--- config.mk ---
export PLATFORM = sky130hd
export DESIGN_NAME = rdcla_sub_pipe
export DESIGN_NICKNAME = d
export VERILOG_FILES = /design/src/rtl/rdcla_pkg.sv /design/src/rtl/kpg_merge_cell.sv /design/src/rtl/rdcla_sub_pipe.sv
export SDC_FILE = /design/constraint.sdc
export NUM_CORES = 1
export LEC_CHECK = 0
export CAP_MARGIN = 20
export CORE_MARGIN = 2
export CORE_UTILIZATION = 53
export DETAILED_ROUTE_END_ITERATION = 7
export PLACE_DENSITY = 0.77
export SLEW_MARGIN = 5
export SYNTH_ARGS = -nofsm -noshare
export SYNTH_HDL_FRONTEND = slang
export SYNTH_HIERARCHICAL = 1
export SYNTH_SLANG_ARGS = --single-unit
export TNS_END_PERCENT = 30
--- constraint.sdc ---
create_clock -name clk -period 7.05 [get_ports clk]
set_clock_uncertainty 0.1 [all_clocks]
set_input_delay 1.0575 -clock clk [delete_from_list [all_inputs] [get_ports clk]]
set_output_delay 1.0575 -clock clk [all_outputs]
set_load 0.02 [all_outputs]
--- src/rtl/rdcla_pkg.sv ---
// Shared definitions for the recursive-doubling add/sub family: KPG carry
// encoding, default width and the per-bit KPG seed function.
package rdcla_pkg;

    localparam int DEFAULT_WIDTH = 32;

    // {c1,c0}: c1 is the resolved carry once a group is no longer propagate
    typedef logic [1:0] kpg_t;

    localparam kpg_t KPG_KILL = 2'b00;
    localparam kpg_t KPG_PROP = 2'b10;
    localparam kpg_t KPG_GEN  = 2'b11;

    // Seed one bit position from the two addend bits (x = a[i], y = ~b[i])
    function automatic kpg_t kpg_init(input logic x, input logic y);
        kpg_t r;
        if (x & y)
            r = KPG_GEN;
        else if (x ^ y)
            r = KPG_PROP;
        else
            r = KPG_KILL;
        return r;
    endfunction

endpackage

--- src/rtl/kpg_merge_cell.sv ---
// Combinational prefix cell: combines the current group with the group
// immediately below it.
module kpg_merge_cell
    import rdcla_pkg::*;
(
    input  kpg_t cur,
    input  kpg_t prev,
    output kpg_t res
);

    // Kill/generate dominate; propagate passes the lower group through.
    // The unused 01 code resolves to kill so the cell stays fully decoded.
    always_comb begin
        res = KPG_KILL;
        case (cur)
            KPG_KILL: res = KPG_KILL;
            KPG_GEN:  res = KPG_GEN;
            KPG_PROP: res = prev;
            default:  res = KPG_KILL;
        endcase
    end

endmodule

--- src/rtl/rdcla_sub_pipe.sv ---
// Three-stage pipelined Kogge-Stone subtractor: diff = a - b - bin.
// Computed as a + ~b + ~bin. The carry prefix tree is split across S2 and S3,
// and the whole pipeline stalls globally on back-pressure.
module rdcla_sub_pipe
    import rdcla_pkg::*;
#(
    parameter int WIDTH  = DEFAULT_WIDTH,
    parameter int LEVELS = $clog2(WIDTH)
) (
    input  logic             clk,
    input  logic             rst,
    input  logic             in_valid,
    output logic             in_ready,
    input  logic [WIDTH-1:0] a,
    input  logic [WIDTH-1:0] b,
    input  logic             bin,
    output logic             out_valid,
    input  logic             out_ready,
    output logic [WIDTH-1:0] diff,
    output logic             bout,
    output logic             ovf,
    output logic             zero
);

    localparam int STAGES    = 3;
    // Prefix levels evaluated ahead of the S2 register; the rest go before S3
    localparam int S2_LEVELS = (LEVELS + 1) / 2;

    logic              advance;
    logic [STAGES:1]   vld_pipe;

    // Position 0 carries cin; position i+1 is operand bit i
    logic [WIDTH-1:0]  b_inv;
    kpg_t [WIDTH:0]    init_kpg;

    logic              s1_a_msb, s1_b_msb;
    logic [WIDTH-1:0]  s1_hs;
    kpg_t [WIDTH:0]    s1_kpg;

    logic              s2_a_msb, s2_b_msb;
    logic [WIDTH-1:0]  s2_hs;
    kpg_t [WIDTH:0]    s2_kpg;

    kpg_t [WIDTH:0]    lvl [LEVELS+1];
    kpg_t              cout_kpg;
    logic [WIDTH-1:0]  carry;
    logic [WIDTH-1:0]  diff_nxt;
    logic              bout_nxt, ovf_nxt, zero_nxt;

    assign advance   = !vld_pipe[STAGES] || out_ready;
    assign in_ready  = advance;
    assign out_valid = vld_pipe[STAGES];
    assign b_inv     = ~b;

    // Seed the KPG vector; cin = ~bin forces position 0 to generate or kill
    always_comb begin
        init_kpg    = '0;
        init_kpg[0] = bin ? KPG_KILL : KPG_GEN;
        for (int i = 0; i < WIDTH; i++)
            init_kpg[i+1] = kpg_init(a[i], b_inv[i]);
    end

    // Valid shift register; bubbles move with the data on every advance
    always_ff @(posedge clk or posedge rst) begin
        if (rst)
            vld_pipe <= '0;
        else if (advance)
            vld_pipe <= {vld_pipe[STAGES-1:1], in_valid};
    end

    // S1: operand MSBs, seed KPG vector and half-sum
    always_ff @(posedge clk or posedge rst) begin
        if (rst) begin
            s1_a_msb <= 1'b0;
            s1_b_msb <= 1'b0;
            s1_hs    <= '0;
            s1_kpg   <= '0;
        end else if (advance) begin
            s1_a_msb <= a[WIDTH-1];
            s1_b_msb <= b[WIDTH-1];
            s1_hs    <= a ^ b_inv;
            s1_kpg   <= init_kpg;
        end
    end

    assign lvl[0] = s1_kpg;

    // Prefix levels: level l merges each position with the one 2^l below.
    // The level right after the S2 cut takes its input from the S2 register.
    for (genvar l = 0; l < LEVELS; l++) begin : g_lvl
        localparam int SPAN = 1 << l;
        kpg_t [WIDTH:0] src;
        if (l == S2_LEVELS) begin : g_from_reg
            assign src = s2_kpg;
        end else begin : g_from_lvl
            assign src = lvl[l];
        end
        for (genvar j = 0; j <= WIDTH; j++) begin : g_bit
            if (j >= SPAN) begin : g_merge
                kpg_merge_cell u_cell (
                    .cur  (src[j]),
                    .prev (src[j-SPAN]),
                    .res  (lvl[l+1][j])
                );
            end else begin : g_pass
                assign lvl[l+1][j] = src[j];
            end
        end
    end

    // S2: partially resolved KPG vector plus carried-along operand info
    always_ff @(posedge clk or posedge rst) begin
        if (rst) begin
            s2_a_msb <= 1'b0;
            s2_b_msb <= 1'b0;
            s2_hs    <= '0;
            s2_kpg   <= '0;
        end else if (advance) begin
            s2_a_msb <= s1_a_msb;
            s2_b_msb <= s1_b_msb;
            s2_hs    <= s1_hs;
            s2_kpg   <= lvl[S2_LEVELS];
        end
    end

    // The top position only reaches back to position 1 after LEVELS levels,
    // so one extra merge against cin resolves the carry out.
    kpg_merge_cell u_cout (
        .cur  (lvl[LEVELS][WIDTH]),
        .prev (lvl[LEVELS][0]),
        .res  (cout_kpg)
    );

    // Resolved carries into each bit, then sum and flags
    always_comb begin
        carry = '0;
        for (int i = 0; i < WIDTH; i++)
            carry[i] = (lvl[LEVELS][i] == KPG_GEN);
        diff_nxt = s2_hs ^ carry;
        bout_nxt = (cout_kpg != KPG_GEN);
        ovf_nxt  = (s2_a_msb != s2_b_msb) && (diff_nxt[WIDTH-1] != s2_a_msb);
        zero_nxt = (diff_nxt == '0);
    end

    // S3: result registers, held while the consumer stalls
    always_ff @(posedge clk or posedge rst) begin
        if (rst) begin
            diff <= '0;
            bout <= 1'b0;
            ovf  <= 1'b0;
            zero <= 1'b0;
        end else if (advance) begin
            diff <= diff_nxt;
            bout <= bout_nxt;
            ovf  <= ovf_nxt;
            zero <= zero_nxt;
        end
    end

endmodule
### Word level (Yosys, flattened, before mapping)

Index checks and enable logic that the tools add are counted.

* mux-type cells: 200
* reduce and logical (&&, ||, !) cells: 4
* bitwise operators: 67
* equal/unequal tests: 305

Operators with widths (number)
* == test 2 bit, second input constant: 302
* case mux 2 bit (2 select lines): 135
* two-way mux 2 bit: 65
* XOR 32 bit: 2
* bitwise AND 1 bit: 32
* zero test 32 bit: 1
* NOT 32 bit: 1
* XOR 1 bit: 32
* inequality test 1 bit: 2
* inequality test 2 bit, second input constant: 1
* logical AND 1 bit: 1
* zero test 1 bit: 1
* logical OR 1 bit: 1

* bits of input ports: 69
* register bits: 238

### Longest topological paths before layout

* word-level depth: 8
* mapped depth: 7
* depth with buffers taken out: 6

### Hierarchy

Netlist, hierarchy kept.

Modules (own cells, without submodules)
* rdcla_sub_pipe: area an instance 10475.0 um2, cells an instance 1170, sequential area each 5905.7 um2, instances 1
* kpg_merge_cell: area an instance 15.0 um2, cells an instance 2, sequential area each 0.0 um2, instances 135

### Worst setup path after synthesis

Ideal clock, no wire load.

* kind: input to output
* from: input out_ready
* to: output in_ready
* arrival: 1.726 ns
* path buffers: 3
* stages on the path: 5
* slack: 4.166 ns
* cells stage by stage: nor2b_1 inv_1 buf_2 buf_2 buf_2

* longest elaborated chain between the ends: 1

Ends and longest elaborated chain
* start: declaration: line rdcla_sub_pipe.sv:18 `input logic out_ready,`
* logical OR 1 bit: line rdcla_sub_pipe.sv:50 `assign advance = !vld_pipe[STAGES] || out_ready;`
* end: declaration: line rdcla_sub_pipe.sv:13 `output logic in_ready,`

Every way passes these cells.

### Final worst setup path

Same ends and word-level chain as after synthesis.

==> flow_metrics.tcl <==
set metrics [dict create \
    status "complete, no violations" \
    place.gp.congestion 0.8850 \
    layout.nets 1657 \
    fp.coreArea_um2 23330 \
    cts.repair.resized 0 \
    fin_ws_ps 3195 \
    cpMaxStageDelayCell "clkdlybuf4s50_1" \
    n_fill_cell 2007 \
    arrival_ps 2700 \
    yosysTopAreaCell "dfrtp_1" \
    end_kind "output pin" \
    die_y_um 157.6 \
    critical_path.top_delay_family "buffers and inverters" \
    ir_drop_v 0.0003708 \
    critical_path_buf_inv_count 3 \
    drtPass1Iterations 5 \
    synth_top_area_frac 0.4724 \
    max-cap-violations 0 \
    grt_max_degree 200 \
    worstPathCellList "clkdlybuf4s50_1, nor2b_4, inv_8, clkdlybuf4s50_1" \
    synth_area_leaders "dfrtp_1, o21a_1, nand2_1" \
    ctsHoldBuffers 0 \
    grt_pass1_wl_mm 49.18 \
    synth_edf_count 0 \
    worstMarginPinSlew_ps 977.8 \
    instances_no_fill 1860 \
    num_rows 56 \
    final-max-slew-violation-count 0 \
    htree_num_levels 1 \
    slew_headroom 0.3481 \
    totalWireLength_mm 29.62 \
    syn_to_final_growth_pct 16.84 \
    gr-total-overflow 0 \
    hold_viol 0 \
    dp_slack_ps 3175 \
    seq_area_frac_synth 0.4724 \
    path_clk_slew_ps 60 \
    crit_top_cell "clkdlybuf4s50_1" \
    grt_usage 0.2493 \
    io_pins 106 \
    synth_ff_type "dfrtp_1" \
    num_vias 10114 \
    post_drt_wl_per_cell_um 15.92 \
    finalPower_mw 5.633 \
    hold_slack_ps 362.7 \
    path_class "in2out" \
    ant_nets 0 \
    crit_fanout 100 \
    dieArea_um2 24830 \
    cts_sinks 236 \
    netlist_instances 1440 \
    antenna_cells 0 \
    crit_required_ps 5890 \
    multi_input_area_um2 6130 \
    numCtsBuffers 24 \
    cts_root_buf "clkbuf_16" \
    port_buffers 105 \
    min_period_ps 3855 \
    place_hpwl_mm 21.16 \
    max_stage_delay_ps 700 \
    drive_above_1_share 0.03245 \
    max_clock_freq_ghz 0.2594 \
    post-cts-setup-buffer-count 0 \
    final_common_cell "nand2_1" \
    vias_per_cell 5.438 \
    initial_core_util 0.5358 \
    cts_tree "built" \
    ys_warn_count 6 \
    dieWidth_um 157.6 \
    seq_area_um2 5906 \
    netlist_area_um2 12500 \
    async_flop_share 1.000 \
    synth_cell_types 26 \
    rsz0062_at_grt "no" \
    cp-start-kind "primary input" \
    syn_area_per_cell_um2 8.682 \
    period_share 0.5468 \
    power_leakage_nw 7.150 \
    setup_viol_count_final 0 \
    drtIter0Drc 739 \
    first_global_vias 9629 \
    antenna_found_initial 0 \
    dp.cells 1817 \
    clk_latency_ps 520 \
    power_density_nw_per_um2 385.6 \
    ys_seq_elements 236 \
    drt_drc_violations_left 0 \
    clockBufferDepth 3 \
    tns_ps 0 \
    worstHoldPathType "reg2reg" \
    syn_nets 1573 \
    most-common-layout-cells "nand2_1, o21a_1, dfrtp_1" \
]
-- flip-flops by register name (all words and copies together) (netlist names) --
name       flops
g_lvl.src    130
diff          32
s1_hs         32
s2_hs         32
vld_pipe       3
bout           1
ovf            1
s1_a_msb       1
s1_b_msb       1
s2_a_msb       1
s2_b_msb       1
zero           1
-- routing by layer --
layer	up-vias	track usage	share of wire
met5	-	0	0
met4	0	0.06234	0.023
met3	51	0.02518	0.050
met2	264	0.3943	0.45
met1	4853	0.3707	0.48
li1	4946	-	-
-- report_power, final --
group          leakage [nW]  total, mW  switching, mW  internal [mW]
Combinational          3.91       2.04           1.16          0.877
Clock                 0.396       1.28          0.511          0.773
Sequential             2.85       2.31          0.481           1.83
-- Yosys cell counts, types with 4 or more instances --
master,number
buf_1,6
nor3_1,29
a21boi_0,30
nor2_1,97
nand4_1,4
ha_1,64
and3b_1,30
nand2_1,498
nor4_2,4
buf_2,25
dfrtp_1,236
a21oi_1,35
clkbuf_1,21
o21a_1,270
nor4_1,11
inv_1,66
-- worst min-delay path: cells and delay by family (launching register included) --
kind / cells / cell delay, ps
AND/OR/NAND/NOR: 2 / 100
flip-flops: 1 / 340
-- metrics by stage --
| step | instance area, µm² | utilization |
|---|---|---|
| 2_1_floorplan | 12510 | - |
| 4_1_cts | 14610 | 0.6261 |
| 6_report | 14610 | 0.6261 |
| 3_3_place_gp | 13810 | 0.5918 |
| 3_5_place_dp | 13810 | 0.5918 |
| 5_1_grt | 14610 | 0.6261 |
-- layout make-up --
cell class | count | share of cell area
multi-input cells | 1086 | 0.4196
flip-flops and latches | 236 | 0.4043
repair buffers | 110 | 0.07623
clock buffers | 37 | 0.04934
well taps | 319 | 0.02732
inverters | 66 | 0.01773
clock inverters | 6 | 0.005482
-- cells by family (layout without fill, tap and decap cells) --
kind of cell | count (synthesis) | after routing | synth area share
compound gates | 342 | 342 | 0.1986
xor+xnor | 1 | 1 | 0.0007007
fa+ha+maj | 64 | 64 | 0.06405
buf+inv | 118 | 219 | 0.03793
flops | 236 | 236 | 0.4724
simple gates | 679 | 679 | 0.2264
-- path summary, 6_finish.rpt --
check / cells after the start / endpoint / slack (ps) / start
max reg2reg: 6 / zero / 4810 / g_lvl[3].src[0]
min reg2reg: 2 / vld_pipe[2] / 360 / vld_pipe[2]
max in group asynchronous: 3 / g_lvl[3].src[10] / 5070 / rst
max: 4 / in_ready / 3200 / out_ready
min in group asynchronous: 2 / vld_pipe[3] / 680 / rst
min: 2 / vld_pipe[2] / 360 / vld_pipe[2]
(Power assumes the default switching activity.)
